--- config.mk ---
export PLATFORM = sky130hd
export DESIGN_NAME = avg8_sample_gather
export DESIGN_NICKNAME = d
export VERILOG_FILES = /design/src/rtl/avg8_sample_gather.sv
export SDC_FILE = /design/constraint.sdc
export NUM_CORES = 1
export LEC_CHECK = 0
export BUFFER_PORTS_ARGS = -buffer_cell sky130_fd_sc_hd__buf_2
export CORE_UTILIZATION = 51
export DETAILED_ROUTE_END_ITERATION = 6
export HOLD_SLACK_MARGIN = 0.12
export PLACE_DENSITY = 0.83
export SETUP_SLACK_MARGIN = 0.3
export SYNTH_ARGS = -nofsm -noshare
export SYNTH_HDL_FRONTEND = slang
export SYNTH_SLANG_ARGS = --single-unit
--- constraint.sdc ---
create_clock -name clk -period 8 [get_ports clk]
set_input_delay 0.4 -clock clk [delete_from_list [all_inputs] [get_ports clk]]
set_output_delay 0.4 -clock clk [all_outputs]
set_load 0.03 [all_outputs]
--- src/rtl/avg8_sample_gather.sv ---
// avg8_sample_gather: gathers serial signed samples into frames of 8 for the averager.
// Define AVG8_SAMPLE_GATHER_SLIDING_EN for sliding-window (moving average) mode.
module avg8_sample_gather #(
    parameter int DATAW = 16,
    parameter int SAW   = 8
) (
    input  logic                    clk,
    input  logic                    rst,
    input  logic signed [DATAW-1:0] in_data,
    input  logic                    in_valid,
    output logic                    in_ready,
    input  logic signed [SAW-1:0]   sa_cfg,
    input  logic                    out_ready,
    output logic signed [DATAW-1:0] a,
    output logic signed [DATAW-1:0] b,
    output logic signed [DATAW-1:0] c,
    output logic signed [DATAW-1:0] d,
    output logic signed [DATAW-1:0] e,
    output logic signed [DATAW-1:0] f,
    output logic signed [DATAW-1:0] g,
    output logic signed [DATAW-1:0] h,
    output logic signed [SAW-1:0]   sa,
    output logic                    out_valid
);

    typedef enum logic {
        FILL = 1'b0,
        FULL = 1'b1
    } state_t;

    state_t                  state;
    state_t                  state_next;
    logic [2:0]              count;
    logic [DATAW-1:0]        shadow     [8];
    logic [DATAW-1:0]        frame_next [8];
    logic                    accept;
    logic                    last;
    logic                    xfer;

    assign in_ready = (state == FILL);
    assign accept   = in_valid && in_ready;

`ifdef AVG8_SAMPLE_GATHER_SLIDING_EN
    logic primed;

    // Once eight samples have been seen, every new sample completes a window.
    assign last = primed || (count == 3'd7);

    // Shadow acts as a shift register: oldest drops out of a, newest enters h.
    always_comb begin
        for (int i = 0; i < 8; i++) frame_next[i] = shadow[i];
        if (accept) begin
            for (int i = 0; i < 7; i++) frame_next[i] = shadow[i+1];
            frame_next[7] = in_data;
        end
    end

    // Primed flag: set by the eighth accept after reset, then sticks.
    always_ff @(posedge clk or posedge rst) begin
        if (rst) begin
            primed <= 1'b0;
        end else if (accept && count == 3'd7) begin
            primed <= 1'b1;
        end
    end
`else
    assign last = (count == 3'd7);

    // Shadow is written in arrival order, indexed by count.
    always_comb begin
        for (int i = 0; i < 8; i++) frame_next[i] = shadow[i];
        if (accept) frame_next[count] = in_data;
    end
`endif

    // State register.
    always_ff @(posedge clk or posedge rst) begin
        if (rst) state <= FILL;
        else     state <= state_next;
    end

    // Next state and transfer decision.
    always_comb begin
        state_next = state;
        xfer       = 1'b0;
        unique case (state)
            FILL: begin
                if (accept && last) begin
                    if (out_ready) xfer = 1'b1;
                    else           state_next = FULL;
                end
            end
            FULL: begin
                if (out_ready) begin
                    xfer       = 1'b1;
                    state_next = FILL;
                end
            end
            default: state_next = FILL;
        endcase
    end

    // Shadow buffer and slot index.
    always_ff @(posedge clk or posedge rst) begin
        if (rst) begin
            count <= 3'd0;
            for (int i = 0; i < 8; i++) shadow[i] <= '0;
        end else begin
            for (int i = 0; i < 8; i++) shadow[i] <= frame_next[i];
            if (xfer)        count <= 3'd0;
            else if (accept) count <= count + 3'd1;
        end
    end

    // Output frame registers; the incoming h is taken from frame_next on a same-edge transfer.
    always_ff @(posedge clk or posedge rst) begin
        if (rst) begin
            a         <= '0;
            b         <= '0;
            c         <= '0;
            d         <= '0;
            e         <= '0;
            f         <= '0;
            g         <= '0;
            h         <= '0;
            sa        <= '0;
            out_valid <= 1'b0;
        end else begin
            out_valid <= xfer;
            if (xfer) begin
                a  <= frame_next[0];
                b  <= frame_next[1];
                c  <= frame_next[2];
                d  <= frame_next[3];
                e  <= frame_next[4];
                f  <= frame_next[5];
                g  <= frame_next[6];
                h  <= frame_next[7];
                sa <= sa_cfg;
            end
        end
    end

endmodule

==> results.md, run 1 <==
- RD Place Congestion: 0.7870
- Reg2Reg Launch Point: count[1]$_DFFE_PP0P_
- Power density cells: 496.8 nW/um^2
- Nets: 1190
- Simple-gate share of the synthesized area: a little under an eighth
- Row count: 52
- Largest family of logic cells by synthesized area: compound AO/OA/AOI/OAI gates
- Final Cycle Share: 40.68%
- Vias/cell: 6.383
- Post-CTS Setup Inserts: 0
- R2R Path End: h[2]$_DFFE_PP0P_
- Post-synth EDFFs: 0
- Initial antenna violation count: 1
- Worst EP required: 8.34 ns
- Hold Vio Cnt, Final: 0
- Static Leak: 5.852 nW
- Final Skew: ~0.0085 ns
- CTS H-Tree Depth: 1
- Outcome: finished clean
- Flops & latches, synth: 269
- Setup tns final: 0 ns
- Sequential fraction of the synthesis area: 62.11%
- CP Capture Type: flip-flop
- Internal: roughly 3.5 mW
- Synth Area per Inst: 10.22 sq um
- Post-synthesis xor/xnor area fraction: less than 1%
- Flop pwr share: between 30 and 40%
- Hold crit path type: in -> async
- Initial Utilization: between 50% and 60%
- Clock root buffer: clkbuf_16
- Vias: between 9000 and 10000
- Max-cap violations: 0
- Largest net degree at the start of global routing: 188
- Fraction of registers with async set/reset: between 90% and 100%
- Max FO, Critical Path: 101
- Share of cells above drive strength 1: between 20% and 30%
- DR WL/cell: 21.75 um
- Vias in the first global route: 8843
- TritonCTS sink count: 269
- Post-route ant nets: 0
- Clk_lat worst skew: 0.53 ns
- DRT Wirelength: between 30000 and 40000 um
- Die W: 147.8 um
- Setup-failing EPs final: 0
- Synth Area in Compound Gates: about 19%
- Clock power share: 20.5%
- Cells after synthesis: 1060
- M1 WL: 12470 um
- Util after Layout: approximately three fifths
- DRT iter0 DRCs: 1167
- Synth-to-layout area growth: 15.91%
- Slew margin rel.: 23.65%
- DR WL met3: 2883 um
- Router iterations before antenna repair: 5
- FF+latch area: just under 7000 sq um
- Comb pwr share: 41.9%
- Post-synthesis mux area share: 1.016%
- Worst EP arrival: 3.60 ns
- Switching Share: 44.26%
- DRC Markers: 0
- HPWL after DPL: approximately 18000 um
- First-pass GRT wire length: around 50000 um
- Startpoint type of the worst setup path: flip-flop
- Die height: 147.8 um
- Max clock buf depth: 3
- Uppermost routed layer: met4
- Worst setup path class: reg -> reg
- Synth Area in Adders: 0.2309%
- Area of the multi-input gates: 3531 sq um
- Most common flop cell mapped by yosys: dfrtp_1
- Distinct cells, synth: 31
- GRT overflow: 0
- Actual slew at the worst max-slew pin: 1.142 ns
- Fmax: 0.3073 GHz
- Num ports: 166
- Synthesized Nets: about 1100
- Met2 wire len: 14690 um
- Full die area: 21840 sq um
- Post-synthesis instance area: around 11000 sq um
- R2R depth: 6
- R2R Setup Slk: 4.75 ns
- Reg clk slew, reported paths: 0.06 ns
- TritonCTS clock tree: done
- Port bufs: 165
- RSZ-0062 raised after global routing: false
- Slew Viols, Final: 0
- Syn. warnings: 0
- Psw: around 2.8 mW
- Core ar.: 20560 sq um
- Final critical path time including I/O delays and setup: 3.254 ns
- Filler cells: 1702
- TritonCTS Buffers: 27
- Gr usage total: 29.23%
- VDD IR-drop max: 0.2895 mV
==> sequential cells by signal, indices dropped and copies added, names as in the netlist <==
signal and cells:
d 16, g 16, f 16, a 16, e 16, count 3, c 16, b 16
sa 8, shadow 128, state 1, out_valid 1, h 16
==> per-stage QoR <==
step | setup WS [ns] | std cells | power (mW) | instance area, sq um | hold WS (ns)
finish | 4.746 | 1450 | 6.241 | 12560 | 0.1261
global route | 4.600 | 1450 | 6.571 | 12560 | 0.2280
CTS | 4.812 | 1449 | 6.228 | 12560 | 0.2362
detailed placement | 4.856 | 1393 | 4.940 | 11570 | 0.4713
global placement | 4.928 | 1393 | 4.849 | 11570 | 0.4639
floorplan | 4.047 | 1060 | 4.162 | 10840 | 0.4539
==> Yosys cell counts, drive strengths merged (2+ instances only) <==
cell / number / area (sq um)
mux2i: 2 / 20.02
o21ai: 128 / 648.1
clkbuf: 45 / 170.2
inv: 2 / 7.510
nand2b: 2 / 12.51
ha: 2 / 25.02
nand3: 96 / 480.5
mux2: 8 / 90.08
nand4: 32 / 200.2
a31oi: 128 / 800.8
nor2b: 4 / 25.02
nor2: 4 / 15.01
buf: 73 / 421.7
dfrtp: 269 / 6731
a21oi: 128 / 640.6
nand2: 129 / 484.2
==> power by group through the flow <==
stage / registers, mW / logic, mW / clock network (mW)
after floorplan: 2.98 / 1.19 / 0
after global placement: 2.33 / 2.52 / 0
after detailed placement: 2.35 / 2.59 / 0
after CTS: 2.34 / 2.61 / 1.28
after global routing: 2.40 / 2.83 / 1.34
final: 2.35 / 2.62 / 1.28
==> critical path, stage by stage, from the launching register on <==
cell and delay, ns:
dfrtp_1 0.36, ha_1 0.15, ha_1 0.16, a21o_4 0.56, and2_4 0.58, buf_4 0.91, a31oi_1 0.20
==> logic make-up after synthesis <==
| family | Yosys count |
|---|---|
| xor+xnor | 1 |
| buf+inv | 120 |
| compound gates | 385 |
| flops | 269 |
| simple gates | 273 |
| fa+ha+maj | 2 |
| mux | 10 |
==> worst max-delay path by stage <==
stage,start,to
finish,count[1]$_DFFE_PP0P_,h[2]$_DFFE_PP0P_
global route,count[1]$_DFFE_PP0P_,f[1]$_DFFE_PP0P_
CTS,count[2]$_DFFE_PP0P_,b[7]$_DFFE_PP0P_
detailed placement,count[1]$_DFFE_PP0P_,b[7]$_DFFE_PP0P_
global placement,count[0]$_DFFE_PP0P_,h[12]$_DFFE_PP0P_
floorplan,rst,a[0]$_DFFE_PP0P_
==> layout by cell type (no fill, tap or decap), types with 2 or more instances in the layout <==
cell           netlist  layout
nor2_1               4       3
o21ai_0             68      68
buf_2               58     164
dfrtp_1            269     269
a31oi_1            128     128
a21oi_1            128     128
dlygate4sd3_1        0       8
buf_4                2      16
nor2b_2              0       2
o21ai_2              2       2
mux2_2               6       6
nand4_1             32      32
clkbuf_16            0      27
clkbuf_8             0      12
clkbuf_1            44       6
nand2b_1             2       2
ha_1                 2       2
nand3_1             96      96
o21ai_1             58      58
mux2i_1              2       2
nand2_1            129     129
nor2b_1              4       2
mux2_1               2       2
==> area by class of cell <==
type / count / area share, %
diodes: 1 / 0.01992
clock buffers: 45 / 6.873
clock inverters: 3 / 0.3486
inverters: 2 / 0.08964
multi-input cells: 671 / 28.11
flip-flops and latches: 269 / 53.59
well taps: 270 / 2.689
repair buffers: 189 / 8.287
==> repair_timing <==
action | 4_1_cts | 5_1_grt
endpoints found under the hold margin | 8 | 0
hold buffers | 8 | 0
resized for setup | 0 | 0
==> layer usage <==
layer | global-route usage (%) | up-vias
met1 | 41.30 | 4631
met5 | 0 | -
met3 | 4.568 | 90
met2 | 44.93 | 521
li1 | - | 4013
met4 | 13.20 | 0
No activity file was read; power rests on OpenSTA's default activity.
==> run 2: changes to the inputs <==
- ABC_AREA: default -> 1
- CORE_UTILIZATION: 51 -> 57
- PLACE_DENSITY: 0.83 -> 0.87
- clock period: 8 -> 3.1 ns (I/O delays scaled with it)
==> run 2 against run 1 <==
  * Via count shrank 2.2%
  * Synthesized cell count up 20%
  * Sequential power is 150% higher
  * Largest power group unchanged
  * Highest routed layer unchanged
  * Clock-buffer cell count is the same
  * Critical path type unchanged
==> results.md, run 2 <==
- Outcome: finished clean
- DRC Markers: 0 (unchanged)
- Reg clk slew, reported paths: 0.06 ns (about the same)
- Worst EP arrival: 2.78 ns (-0.82 ns)
- Sequential fraction of the synthesis area: 59.26% (-2.9 points)
- Num ports: 166 (unchanged)
- Nets: 1466 (+23%)
- Die height: 143.2 um (-3.1%)
- Most common cell in the netlist: nand2_1
- TritonCTS clock tree: done
- RD Place Congestion: 0.8202 (+4.2%)
- First-pass GRT wire length: 45650 um (-8.1%)
- Post-synth EDFFs: 0 (unchanged)
- GR peak layer: met2
- Final critical path time including I/O delays and setup: 2.322 ns (-0.9325 ns)
- Vias in the first global route: 8769 (-0.84%)
- DR WL/cell: 16.57 um (-24%)
- Post-synth top area cell: dfrtp_1
- HPWL after DPL: 17080 um (-2.4%)
- Synth area leaders: dfrtp_1 (59%), nand2_1 (15%), nand3_1 (8.5%), and2_1 (7.0%), inv_1 (4.0%)
- Max FO, Critical Path: 71 (-30%)
- Hold Vio Cnt, Final: 0 (unchanged)
- TritonCTS sink count: 269 (unchanged)
- Post-CTS Setup Inserts: 0 (unchanged)
- Setup-failing EPs final: 0 (unchanged)
- Commonest non-fill, non-tap cell in the layout: nand2_1
- Routing usage on met1: 41.55% (+0.24 points)
- Initial antenna violation count: 0 (-1)
- Number of diodes: 0 (-1)
- Port bufs: 165 (unchanged)
- Actual slew at the worst max-slew pin: 0.8047 ns (-0.3378 ns)
- Synthesized Nets: 1306 (+20%)
- Max reg flops: 128 (unchanged)
- Full die area: 20500 sq um (-6.1%)
- GR Util met3: 4.326% (-0.24 points)
- Placed insts: 1660 (+19%)
- Clock root buffer: clkbuf_16
- Fmax: 0.4307 GHz (+40%)
- M2 GR Usage: 44.72% (-0.21 points)
- Power density cells: 1121 nW/um^2 (+130%)
- Commonest cells after routing, fill and taps aside: nand2_1 (451), dfrtp_1 (269), nand3_1 (193)
- Flops & latches, synth: 269 (unchanged)
- DRT Wirelength: 28510 um (-9.6%)
- Hold Slack: 0.1964 ns (+0.07037 ns)
- GRT overflow: 0 (unchanged)
- Post-synth top area share: 59.26% (-2.9 points)
- Fraction of registers with async set/reset: 100.0% (unchanged)
- Distinct cells, synth: 19 (-39%)
- Hold crit path type: in -> reg
- Most common library cells after synthesis: nand2_1 (451), dfrtp_1 (269), nand3_1 (193)
- Max-cap violations: 0 (unchanged)
- DRT iter0 DRCs: 939 (-20%)
- Largest Register: shadow
- Synth Area per Inst: 8.903 sq um (-13%)
- Worst EP required: 3.56 ns (-4.78 ns)
- Final Cycle Share: 74.90% (+34 points)
- VDD IR-drop max: 0.6895 mV (+140%)
- Synth-to-layout area growth: 17.87%
- Fin cells: 1721 (+19%)
- Syn. warnings: 0 (unchanged)
- Share of cells above drive strength 1: 16.28% (-4.2 points)
- Router iterations before antenna repair: 5 (unchanged)
- Slew margin rel.: 46.24% (+23 points)
- TritonCTS Buffers: 27 (unchanged)
- Most common flop cell mapped by yosys: dfrtp_1
- Vias/cell: 5.262 (-18%)
- CTS H-Tree Depth: 1 (unchanged)
- Initial Utilization: 58.18% (+5.5 points)
- Row count: 51 (-1.9%)
- Cells after synthesis: 1276 (+20%)
- Startpoint type of the worst setup path: flip-flop
- Static Leak: 7.087 nW (+21%)
- Core ar.: 19530 sq um (-5.0%)
- CP Capture Type: flip-flop
- Die W: 143.2 um (-3.1%)
- Final Skew: 0.008946 ns (+0.0004864 ns)
- Vias: 9056 (-2.2%)
- Post-synthesis instance area: 11360 sq um (+4.8%)
- Post-route ant nets: 0 (unchanged)
- Worst setup path class: reg -> reg
- Largest net degree at the start of global routing: 139 (-26%)
- Slew Viols, Final: 0 (unchanged)
- RSZ-0062 raised after global routing: false
- Clk_lat worst skew: 0.53 ns (about the same)
- Max clock buf depth: 3 (unchanged)
- Gr usage total: 28.85% (-0.38 points)
[run 2: cell types whose count changed in the layout (fill, tap and decap cells not counted), sizes merged, moves of 8 or more]
cell / change
nand2: +322
a31oi: -128
a21oi: -127
and2: +127
o21ai: -126
inv: +121
nand3: +103
nand4: -32
o21bai: +32
mux2: -8
nor2: +8
[run 2: what timing repair did]
item / in CTS / in global routing
resized for setup: 0 / 0
setup endpoints to repair: 0 / 0
hold endpoints to repair: 41 / 0
hold buffers: 12 / 0
[run 2: logic make-up after synthesis]
group | Yosys count | share of synthesized area (%)
adders and majority gates | 2 | 0.2203
buffers and inverters | 180 | 6.410
DFF | 269 | 59.26
AOI/OAI and AO/OA | 35 | 2.247
and+or+nand+nor | 790 | 31.86
[run 2: critical path: stages, from the launching register on]
cell and delay [ns]:
dfrtp_1 0.49, ha_1 0.25, ha_1 0.17, a21oi_1 0.30, nor2_4 0.08, inv_4 0.36
buf_12 0.35, nand2_1 0.12, nand2_1 0.09
[run 2: power by group]
part,leakage [nW],switching (mW),internal [mW],total (mW)
Combinational,3.52,4.11,1.91,6.01
Clock,0.430,1.32,1.84,3.16
Sequential,3.14,0.720,5.12,5.84
Total,7.09,6.14,8.87,15.0
[run 2: final cells by class]
| type | instances | area [sq um] |
|---|---|---|
| Clock inverter | 4 | 23.77 |
| Fill cell | 1482 | 6137 |
| Tap cell | 265 | 331.6 |
| Clock buffer | 45 | 843.3 |
| Sequential cell | 269 | 6731 |
| Inverter | 123 | 467.9 |
| Multi-Input combinational cell | 827 | 3913 |
| Timing Repair Buffer | 188 | 1079 |
[run 2: metrics by stage]
step	setup TNS, ns	area [sq um]	power (mW)	util [%]	worst slack [ns]
after global routing	0	13390	15.92	68.57	0.6068
after global placement	0	12400	11.56	63.51	0.9275
after detailed placement	0	12400	11.78	63.51	0.8521
final	0	13390	15.01	68.57	0.7780
after CTS	0	13390	15.03	68.57	0.7798
after floorplan	-163.67	11360	10.13	-	-0.6085
[run 2: per-layer routing]
metal	part of all wire, %	routed length, um
met5	0	0
met4	3.0	854
met3	8.0	2284
met2	46	13080
met1	43	12300
[run 2: final timing paths]
| path | from | to | slack (ns) | cells past startpoint |
|---|---|---|---|---|
| max in group asynchronous | rst | g[7]$_DFFE_PP0P_ | 1.81 | 4 |
| max | count[0]$_DFFE_PP0P_ | h[2]$_DFFE_PP0P_ | 0.78 | 8 |
| min reg2reg | sa[5]$_DFFE_PP0P_ | sa[5]$_DFFE_PP0P_ | 0.47 | 2 |
| max reg2reg | count[0]$_DFFE_PP0P_ | h[2]$_DFFE_PP0P_ | 0.78 | 8 |
| min in group asynchronous | rst | shadow[7]$_DFF_PP0_ | 0.33 | 3 |
| min | in_data[1] | shadow[1]$_DFF_PP0_ | 0.20 | 4 |
